[src/rtl/parking_gate_ctrl_pkg.sv]
// Shared definitions for the parking entry-barrier controller: gate state
// encoding, default parameter values and a small elaboration helper.
package parking_gate_ctrl_pkg;

  typedef enum logic [1:0] {
    ST_CLOSED   = 2'd0,
    ST_RAISING  = 2'd1,
    ST_OPEN     = 2'd2,
    ST_LOWERING = 2'd3
  } gate_state_e;

  localparam int unsigned CAPACITY_DEF   = 32'd8;
  localparam int unsigned CNT_W_DEF      = 32'd4;
  localparam int unsigned TRAVEL_CYC_DEF = 32'd16;
  localparam int unsigned HOLD_CYC_DEF   = 32'd64;
  localparam int unsigned DEB_CYC_DEF    = 32'd4;

  function automatic int unsigned max_u(input int unsigned a, input int unsigned b);
    return (a > b) ? a : b;
  endfunction

endpackage

[src/rtl/parking_gate_ctrl_sensor_debounce.sv]
// Car-sensor conditioner: 2-flop synchroniser, then a level that only follows
// the synced input after DEB_CYC consecutive identical samples.
module sensor_debounce
  import parking_gate_ctrl_pkg::*;
#(
  parameter int unsigned DEB_CYC = DEB_CYC_DEF
) (
  input  logic clk,
  input  logic reset_n,
  input  logic raw_in,
  output logic level,
  output logic rise,
  output logic fall
);

  localparam int unsigned DW = (DEB_CYC > 32'd1) ? $clog2(DEB_CYC) : 32'd1;

  logic          sync1_q, sync1_d;
  logic          sync2_q, sync2_d;
  logic [DW-1:0] cnt_q, cnt_d;
  logic          level_q, level_d;
  logic          rise_q, rise_d;
  logic          fall_q, fall_d;

  // cnt_q holds how many differing samples have already been seen
  always_comb begin
    sync1_d = raw_in;
    sync2_d = sync1_q;
    level_d = level_q;
    cnt_d   = '0;
    if (sync2_q != level_q) begin
      if (cnt_q == DW'(DEB_CYC - 32'd1)) begin
        level_d = sync2_q;
      end else begin
        cnt_d = cnt_q + 1'b1;
      end
    end else begin
      cnt_d = '0;
    end
    rise_d = level_d & ~level_q;
    fall_d = ~level_d & level_q;
  end

  always_ff @(posedge clk) begin
    if (!reset_n) begin
      sync1_q <= 1'b0;
      sync2_q <= 1'b0;
      cnt_q   <= '0;
      level_q <= 1'b0;
      rise_q  <= 1'b0;
      fall_q  <= 1'b0;
    end else begin
      sync1_q <= sync1_d;
      sync2_q <= sync2_d;
      cnt_q   <= cnt_d;
      level_q <= level_d;
      rise_q  <= rise_d;
      fall_q  <= fall_d;
    end
  end

  assign level = level_q;
  assign rise  = rise_q;
  assign fall  = fall_q;

endmodule

[src/rtl/parking_gate_ctrl.sv]
// Entry-barrier controller: gate FSM with a shared travel/hold timer and a
// saturating lot occupancy counter fed by debounced entry/exit sensors.
module parking_gate_ctrl
  import parking_gate_ctrl_pkg::*;
#(
  parameter int unsigned CAPACITY   = CAPACITY_DEF,
  parameter int unsigned CNT_W      = CNT_W_DEF,
  parameter int unsigned TRAVEL_CYC = TRAVEL_CYC_DEF,
  parameter int unsigned HOLD_CYC   = HOLD_CYC_DEF,
  parameter int unsigned DEB_CYC    = DEB_CYC_DEF
) (
  input  logic             clk,
  input  logic             reset_n,
  input  logic             access_ok,
  input  logic             ent_sensor,
  input  logic             exit_sensor,
  output logic             motor_up,
  output logic             motor_down,
  output logic             gate_open,
  output logic [CNT_W-1:0] occupancy,
  output logic             lot_full,
  output logic             hold_tmo
);

  localparam int unsigned TMR_MAX = max_u(TRAVEL_CYC, HOLD_CYC);
  localparam int unsigned TMR_W   = (TMR_MAX > 32'd1) ? $clog2(TMR_MAX) : 32'd1;

  gate_state_e      state_q, state_d;
  logic [TMR_W-1:0] timer_q, timer_d;
  logic             seen_car_q, seen_car_d;
  logic [CNT_W-1:0] occ_q, occ_d;
  logic             lot_full_q, lot_full_d;
  logic             hold_tmo_q, hold_tmo_d;
  logic             motor_up_q, motor_up_d;
  logic             motor_down_q, motor_down_d;
  logic             gate_open_q, gate_open_d;

  logic ent_lvl_s, ent_rise_s, ent_fall_s;
  logic exit_lvl_s, exit_rise_s, exit_fall_s;
  logic car_passed_s, tmo_s;
  logic unused_exit_s;

  sensor_debounce #(.DEB_CYC(DEB_CYC)) u_ent_deb (
    .clk     (clk),
    .reset_n (reset_n),
    .raw_in  (ent_sensor),
    .level   (ent_lvl_s),
    .rise    (ent_rise_s),
    .fall    (ent_fall_s)
  );

  sensor_debounce #(.DEB_CYC(DEB_CYC)) u_exit_deb (
    .clk     (clk),
    .reset_n (reset_n),
    .raw_in  (exit_sensor),
    .level   (exit_lvl_s),
    .rise    (exit_rise_s),
    .fall    (exit_fall_s)
  );

  assign unused_exit_s = exit_lvl_s ^ exit_fall_s;

  // Gate FSM; the timer restarts from zero on every state change
  always_comb begin
    state_d      = state_q;
    timer_d      = timer_q;
    seen_car_d   = 1'b0;
    car_passed_s = 1'b0;
    tmo_s        = 1'b0;
    case (state_q)
      ST_CLOSED: begin
        timer_d = '0;
        if (access_ok && !lot_full_q) begin
          state_d = ST_RAISING;
        end else begin
          state_d = ST_CLOSED;
        end
      end
      ST_RAISING: begin
        if (timer_q == TMR_W'(TRAVEL_CYC - 32'd1)) begin
          state_d = ST_OPEN;
          timer_d = '0;
        end else begin
          timer_d = timer_q + 1'b1;
        end
      end
      ST_OPEN: begin
        seen_car_d = seen_car_q | ent_rise_s;
        if (ent_fall_s && seen_car_q) begin
          car_passed_s = 1'b1;
          seen_car_d   = 1'b0;
          state_d      = ST_LOWERING;
          timer_d      = '0;
        end else if (ent_lvl_s) begin
          timer_d = timer_q;
        end else if (timer_q == TMR_W'(HOLD_CYC - 32'd1)) begin
          tmo_s      = 1'b1;
          seen_car_d = 1'b0;
          state_d    = ST_LOWERING;
          timer_d    = '0;
        end else begin
          timer_d = timer_q + 1'b1;
        end
      end
      ST_LOWERING: begin
        // Something in the lane while closing: reverse and run a full raise
        if (ent_lvl_s) begin
          state_d = ST_RAISING;
          timer_d = '0;
        end else if (timer_q == TMR_W'(TRAVEL_CYC - 32'd1)) begin
          state_d = ST_CLOSED;
          timer_d = '0;
        end else begin
          timer_d = timer_q + 1'b1;
        end
      end
      default: begin
        state_d = ST_CLOSED;
        timer_d = '0;
      end
    endcase
  end

  // Occupancy update and registered output decode
  always_comb begin
    occ_d = occ_q;
    if (car_passed_s && !exit_rise_s) begin
      if (occ_q < CNT_W'(CAPACITY)) begin
        occ_d = occ_q + 1'b1;
      end else begin
        occ_d = occ_q;
      end
    end else if (exit_rise_s && !car_passed_s) begin
      if (occ_q != '0) begin
        occ_d = occ_q - 1'b1;
      end else begin
        occ_d = occ_q;
      end
    end else begin
      occ_d = occ_q;
    end
    lot_full_d   = (occ_d == CNT_W'(CAPACITY));
    hold_tmo_d   = tmo_s;
    motor_up_d   = (state_d == ST_RAISING);
    motor_down_d = (state_d == ST_LOWERING);
    gate_open_d  = (state_d == ST_OPEN);
  end

  always_ff @(posedge clk) begin
    if (!reset_n) begin
      state_q      <= ST_CLOSED;
      timer_q      <= '0;
      seen_car_q   <= 1'b0;
      occ_q        <= '0;
      lot_full_q   <= 1'b0;
      hold_tmo_q   <= 1'b0;
      motor_up_q   <= 1'b0;
      motor_down_q <= 1'b0;
      gate_open_q  <= 1'b0;
    end else begin
      state_q      <= state_d;
      timer_q      <= timer_d;
      seen_car_q   <= seen_car_d;
      occ_q        <= occ_d;
      lot_full_q   <= lot_full_d;
      hold_tmo_q   <= hold_tmo_d;
      motor_up_q   <= motor_up_d;
      motor_down_q <= motor_down_d;
      gate_open_q  <= gate_open_d;
    end
  end

  assign motor_up   = motor_up_q;
  assign motor_down = motor_down_q;
  assign gate_open  = gate_open_q;
  assign occupancy  = occ_q;
  assign lot_full   = lot_full_q;
  assign hold_tmo   = hold_tmo_q;

endmodule

[config.mk]
export PLATFORM = sky130hd
export DESIGN_NAME = parking_gate_ctrl
export DESIGN_NICKNAME = d
export VERILOG_FILES = /design/src/rtl/parking_gate_ctrl_pkg.sv /design/src/rtl/parking_gate_ctrl_sensor_debounce.sv /design/src/rtl/parking_gate_ctrl.sv
export SDC_FILE = /design/constraint.sdc
export NUM_CORES = 1
export LEC_CHECK = 0
export CAP_MARGIN = 20
export CORE_ASPECT_RATIO = 1.5
export CORE_MARGIN = 4
export CORE_UTILIZATION = 50
export DETAILED_ROUTE_END_ITERATION = 10
export PLACE_DENSITY = 0.71
export SLEW_MARGIN = 20
export SYNTH_ARGS = -nofsm -noshare
export SYNTH_HDL_FRONTEND = slang
export SYNTH_HIERARCHICAL = 1
export SYNTH_SLANG_ARGS = --single-unit
export TNS_END_PERCENT = 1
[constraint.sdc]
create_clock -name clk -period 2.3 [get_ports clk]
set_clock_uncertainty 0.2 [all_clocks]
set_input_delay 0.46 -clock clk [delete_from_list [all_inputs] [get_ports clk]]
set_output_delay 0.46 -clock clk [all_outputs]
set_load 0.02 [all_outputs]
* After elaboration in Yosys (flattened, before gate mapping) *
Index checks and enable logic that the tools add are counted.

operators by class
  add/sub/neg operators = 5
  magnitude comparators = 1
  equal/unequal tests = 14
  muxes and demuxes = 27
  bitwise logic cells = 11
  reduce and logical (&&, ||, !) cells = 13

operators by type and width
  kind                 number
  $mux 6               5
  $pmux 6 s4           1
  $mux 4               4
  $eq 2x2->1 const B   6
  $mux 2               6
  $mux 1               10
  $reduce_or 3->1      3
  $pmux 2 s4           1
  $not 1->1            7
  $add 6x1->6 const B  1
  $eq 6x4->1 const B   1
  $eq 6x6->1 const B   1
  $add 2x1->2 const B  2
  $add 4x1->4 const B  1
  $eq 2x1->1 const B   2
  $eq 4x4->1 const B   1
  $logic_and 1x1->1    4
  $lt 4x4->1 const B   1
  $reduce_bool 4->1    1
  $reduce_or 4->1      1
  $sub 4x1->4 const B  1
  $and 1x1->1          3
  $logic_not 1->1      3
  $ne 3x3->1 const B   1
  3 further kinds      4

storage, ports and cells
  register bits = 31
  bits of input ports = 5
  output and inout port bits = 9
  word-level logic and storage cells = 91

* Depth between registers and ports, before layout *
Gate-level depths: netlist (run 1).

  depth in word-level cells = 8
  gate-level depth with buffers = 7
  gate-level depth less buffers = 7

* Cells and area by module *
Netlist (run 1), hierarchy kept.

modules (own cells, without submodules)
  module             instances  cells each  area each (um^2)  sequential area each (um^2)
  parking_gate_ctrl  1          122         1012.2            360.3
  sensor_debounce    2          18          230.2             140.1

* Worst setup path after synthesis (run 1) *
Ideal clock, no wire load.

  kind = register to register
  from = register timer_q[0]
  to = register motor_down_q (netlist: motor_down)
  setup time = 62 ps
  data arrival time = 1683 ps
  data required time = 2038 ps
  slack = 355 ps
  cell stages (with the launch flop) = 7
  path buffers = 0
  period minus slack after synthesis = 1945 ps
  cells stage by stage = dfxtp_1 ha_1 nand3_1 or3_4 a221o_1 or2_4 nor2b_2

on the way
  cells in the longest elaborated chain, start to end = 6
  elaborated cells between the ends (all ways) = 10
  those cells by class = eq/ne: 3; mux: 7

RTL lines
  item                      line                      text
  start: declaration        parking_gate_ctrl.sv:29   logic [TMR_W-1:0] timer_q, timer_d;
  start signal: assignment  parking_gate_ctrl.sv:162  timer_q <= timer_d;
  $eq 6x6->1                parking_gate_ctrl.sv:96   end else if (timer_q == TMR_W'(HOLD_CYC - 32'd1)) begin
  $mux 2                    parking_gate_ctrl.sv:96
  $mux 2                    parking_gate_ctrl.sv:94   end else if (ent_lvl_s) begin
  $mux 2                    parking_gate_ctrl.sv:89   if (ent_fall_s && seen_car_q) begin
  $pmux 2 s4 (*)            parking_gate_ctrl.sv:70   case (state_q)
  $eq 2x2->1 (*)            parking_gate_ctrl.sv:145  motor_down_d = (state_d == ST_LOWERING);
  end signal: assignment    parking_gate_ctrl.sv:168  motor_down_q <= motor_down_d;
  end: declaration          parking_gate_ctrl.sv:35   logic motor_down_q, motor_down_d;

Every way passes the cells marked *; elsewhere a longest branch is shown, timed or not.
A chain may end at the register's enable or synchronous reset.

* Final worst setup path (run 1) *
  from = register occ_q[3] (netlist: occupancy[3])
  to = output port occupancy[3]

RTL lines
  item                      line                      text
  start: declaration        parking_gate_ctrl.sv:31   logic [CNT_W-1:0] occ_q, occ_d;
  start signal: assignment  parking_gate_ctrl.sv:154  occ_q <= '0;
  start signal: assignment  parking_gate_ctrl.sv:164  occ_q <= occ_d;
  end: declaration          parking_gate_ctrl.sv:20   output logic [CNT_W-1:0] occupancy,

No word-level cell between the ends.

==> results of run 1 <==
layout by cell type (no fill, tap or decap), drive strengths merged, types with 7 or more instances in the layout:
master,instances
dfxtp,31
nor2,7
nand2,13
a21oi,9
clkdlybuf4s50,13
and2,8
metrics by stage:
stage	hold slack (ns)	instances	worst slack, ns	power (mW)	utilization, %
global route	0.258	213	0.0237	1.19	63.8
global placement	0.212	205	0.314	0.609	59.5
finish	0.231	213	0.204	1.14	63.8
detailed placement	0.223	205	0.245	0.611	59.5
CTS	0.234	213	0.204	1.15	63.8
floorplan	0.205	156	0.355	0.588	-
state kept, by name, summed over array words and instances, names as in the netlist, 2 cells and up:
register          cells
timer_q               6
occupancy             4
state_q               2
u_ent_deb/cnt_q       2
u_exit_deb/cnt_q      2
layer usage:
| metal | vias to the layer above | part of all wire, % |
|---|---|---|
| met3 | 4 | 5.9 |
| met5 | - | 0 |
| met1 | 580 | 40 |
| met4 | 0 | 1.3 |
| met2 | 37 | 53 |
| li1 | 610 | - |
power by group:
part | total (mW) | internal, mW | switching, mW
Clock | 0.540 | 0.350 | 0.190
Combinational | 0.0472 | 0.0247 | 0.0225
Sequential | 0.552 | 0.545 | 0.00658
Total | 1.14 | 0.920 | 0.219
how the worst max path moves through the flow:
stage	startpoint	endpoint	slack, ns	cells past startpoint
final	occupancy[3]	occupancy[3]	0.20	1
after global placement	timer_q[0]	motor_down	0.31	6
after CTS	occupancy[3]	occupancy[3]	0.20	1
after floorplan	timer_q[0]	motor_down	0.36	6
after detailed placement	timer_q[0]	state_q[1]	0.25	6
after global routing	timer_q[0]	gate_open	0.02	6
final cells by class:
class	instances	area, sq um	area share [%]
multi-input cells	114	781	44.8
clock buffers	6	82.6	4.73
well taps	37	46.3	2.65
inverters	7	26.3	1.51
repair buffers	16	153	8.75
clock inverters	2	35.0	2.01
flip-flops and latches	31	621	35.6
==> results.cfg, run 1 <==
[outcome]
outcome = complete, no violations

[critical_path]
cp-start-kind = register
crit_fanout = 9
crit_required_ns = 1.64
reg2reg_from = timer_q[0]
path_cells = clkdlybuf4s50_1
path_buf_inv = 1
crit_family = buffers and inverters
critPathSlowestCell = clkdlybuf4s50_1
worst_path_largest_cell_delay_ns = 0.67
critPathKind = reg2out
reg2reg_slack_ns = 0.24
rr_worst_depth = 6
r2r-end = state_q[1]
end_kind = output port
crit_arrival_ns = 1.44

[sta]
worst-slew-pin-transition_ns = 0.522
fin_setup_tns_ns = 0
hold_violations = 0
finalCritPeriodShare_pct = 91.1
maxSlewViolCount = 0
finalSetupViolCount = 0
relSlewSlack_pct = 64.9
fmax_ghz = 0.477
grt_setup_unrepaired = no
fin_crit_ns = 2.10

[route]
wl_mm = 2.81
drc = 0
drt-initial-drc-count = 57
num_vias = 1231
wl_per_cell_um = 13.2
post_drt_via_cell_ratio = 5.78
first_pass_iters = 4
final_antenna_net_count = 0

[clock_tree]
clock-sinks = 31
ctsHoldBuffers = 0
clk_pin_slew_ns = 0.06
clockBufferDepth = 2
htreeDepth = 2
cts_tree = done
cts.repair.resized = 0
cts_root_buffer = clkbuf_8
postCtsSetupBuffers = 0
cts_buffers = 5
insertion_delay_ns = 0.28

[synth]
syn_nets = 166
syn_area_sq_um = 1450
syn_avg_cell_area_sq_um = 9.26
syn_inst = 156
yosys_warnings = 6

[finish]
nets = 185
layout-drive-gt1-share_pct = 11.4
insertedDiodeCount = 0
syn2layout_area_growth_pct = 20.7
nFillCells = 262
final_area_sq_um = 1740

[global_routing]
grtUsageMet2_pct = 31.9
use_met3_pct = 5.48
grt_use_met1_pct = 17.1
top_usage_layer = met2
grt_max_degree = 19
antenna_found_initial = 0
grt_pass1_vias = 1168
grt_overflow = 0
grt_pass1_wl_mm = 4.89
grtUsageTotal_pct = 17.1

[worst_hold_path]
min_to = u_ent_deb/cnt_q[0]
hold_depth = 1
hold_path.class = reg2reg
min_from = u_ent_deb/cnt_q[0]

[place]
postPlaceCellArea_sq_um = 1630
io_buffers = 13
gp_congestion = 0.812
dp_hpwl_mm = 2.10

[power_and_ir_drop]
powerDensity_nw_per_um2 = 653
ir_drop_uv = 494
p_leak_nw = 0.644

[floorplan]
die_x_um = 51.9
rows = 23
io_pins = 14
initial_utilization_pct = 52.9
dieHeight_um = 73.8
dieArea_sq_um = 3830
core_area_sq_um = 2730

[job]
maxCapViolations = 0
(Power assumes the default switching activity.)
==> inputs of run 2 (changes only) <==
--- a/config.mk
+++ b/config.mk
@@ -5,13 +5,12 @@
 export SDC_FILE = /design/constraint.sdc
 export NUM_CORES = 1
 export LEC_CHECK = 0
-export CAP_MARGIN = 20
 export CORE_ASPECT_RATIO = 1.5
 export CORE_MARGIN = 4
 export CORE_UTILIZATION = 50
+export CTS_CLUSTER_SIZE = 28
 export DETAILED_ROUTE_END_ITERATION = 10
 export PLACE_DENSITY = 0.71
-export SLEW_MARGIN = 20
 export SYNTH_ARGS = -nofsm -noshare
 export SYNTH_HDL_FRONTEND = slang
 export SYNTH_HIERARCHICAL = 1
==> results of run 2 <==
Final layout, timing and power as in run 1 (identical DEF).
==> inputs of run 3 (changes only) <==
--- a/config.mk
+++ b/config.mk
@@ -6,7 +6,7 @@
 export NUM_CORES = 1
 export LEC_CHECK = 0
 export CORE_ASPECT_RATIO = 1.5
-export CORE_MARGIN = 4
+export CORE_MARGIN = 2
 export CORE_UTILIZATION = 50
 export CTS_CLUSTER_SIZE = 28
 export DETAILED_ROUTE_END_ITERATION = 10
==> results.cfg, run 3 (synthesis results as in run 1) <==
[clock_tree]
clk_pin_slew_ns = 0.06
postCtsSetupBuffers = 0
ctsHoldBuffers = 0
cts_buffers = 5
htreeDepth = 2
cts_tree = done
clockBufferDepth = 2
clock-sinks = 31
cts_root_buffer = clkbuf_8
cts.repair.resized = 0
insertion_delay_ns = 0.28

[place]
gp_congestion = 0.831
place_worst_setup_slack_ns = 0.235
dp_hpwl_mm = 2.16
io_buffers = 13
dpl.cell_count = 204

[finish]
fin_cells = 211
final_cell_mix = 31 x dfxtp_1, 13 x nand2_1, 13 x clkdlybuf4s50_1
nFillCells = 270
regMostFlops = timer_q
final_core_util_pct = 63.1
nets = 184
final_common_cell = dfxtp_1
seq_area_sq_um = 621
insertedDiodeCount = 0
largest_reg_flops = 6
layout-drive-gt1-share_pct = 10.3
multi_input_area_sq_um = 781
syn2layout_area_growth_pct = 18.1

[critical_path]
critPathSlowestCell = dfxtp_1
end_kind = register
worst_path_largest_cell_delay_ns = 0.40
crit_required_ns = 2.32
crit_fanout = 5
cp-start-kind = register
path_cells = ha_1 -> nand3_1 -> or3_4 -> a221o_1 -> or2_4 -> nor2b_2
crit_arrival_ns = 2.10
critPathKind = reg2reg

[route]
first_pass_iters = 4
final_antenna_net_count = 0
post_drt_via_cell_ratio = 5.78
wl_mm = 2.85
drt-initial-drc-count = 12
drc = 0
num_vias = 1220
wl_per_cell_um = 13.5

[global_routing]
antenna_found_initial = 0
grt_pass1_wl_mm = 4.79
grt_max_degree = 19
grt_overflow = 0
grt_pass1_vias = 1154
grtUsageTotal_pct = 20.1

[sta]
grt_setup_unrepaired = no
fin_setup_tns_ns = 0
setup_ws_ns = 0.218
hold_violations = 0
finalCritPeriodShare_pct = 90.5
fin_crit_ns = 2.08
worst-slew-pin-transition_ns = 0.472
finalSetupViolCount = 0
relSlewSlack_pct = 68.3
maxSlewViolCount = 0
fmax_ghz = 0.480

[floorplan]
initial_utilization_pct = 53.4
dieHeight_um = 69.8
core_area_sq_um = 2710
rows = 23
io_pins = 14
dieArea_sq_um = 3350
die_x_um = 47.9

[job]
maxCapViolations = 0

[power_and_ir_drop]
total_power_mw = 1.01
powerDensity_nw_per_um2 = 594
p_leak_nw = 0.625
ir_drop_uv = 620

[outcome]
outcome = complete, no violations

[worst_hold_path]
hold_path.class = reg2reg
[run 3: critical path: cells and delay by family (launching register included)]
family          cells  cell delay, ns
simple gates        4            0.88
fa+ha+maj           1            0.21
compound gates      1            0.33
flops               1            0.40
[run 3: power by group]
part | switching, mW | internal [mW]
Combinational | 0.0219 | 0.0237
Sequential | 0.00689 | 0.545
Clock | 0.183 | 0.234
Total | 0.211 | 0.803
[run 3: stage by stage]
step	hold WS, ns	instance area, sq um
finish	0.228	1710
global route	0.253	1710
CTS	0.232	1710
detailed placement	0.221	1620
global placement	0.213	1620
floorplan	0.205	1450
[run 3: cell type report]
class | instances | share of cell area, %
Tap cell | 37 | 2.71
Clock buffer | 6 | 4.84
Sequential cell | 31 | 36.4
Inverter | 7 | 1.54
Clock inverter | 1 | 0.293
Multi-Input combinational cell | 114 | 45.7
Timing Repair Buffer | 15 | 8.50
[run 3: final timing paths]
path,slack [ns],cells after the start,end,startpoint
max,0.22,6,motor_down,timer_q[0]
min,0.23,1,u_exit_deb/sync2_q,u_exit_deb/sync1_q
max reg2reg,0.22,6,motor_down,timer_q[0]
min reg2reg,0.23,1,u_exit_deb/sync2_q,u_exit_deb/sync1_q
[run 3: per-layer routing]
| metal | GRT usage [%] | up-vias | wire [um] |
|---|---|---|---|
| li1 | - | 606 | - |
| met1 | 18.7 | 580 | 1070 |
| met2 | 35.0 | 27 | 1600 |
| met3 | 7.03 | 7 | 107 |
| met4 | 10.8 | 0 | 74 |
| met5 | 0 | - | 0 |
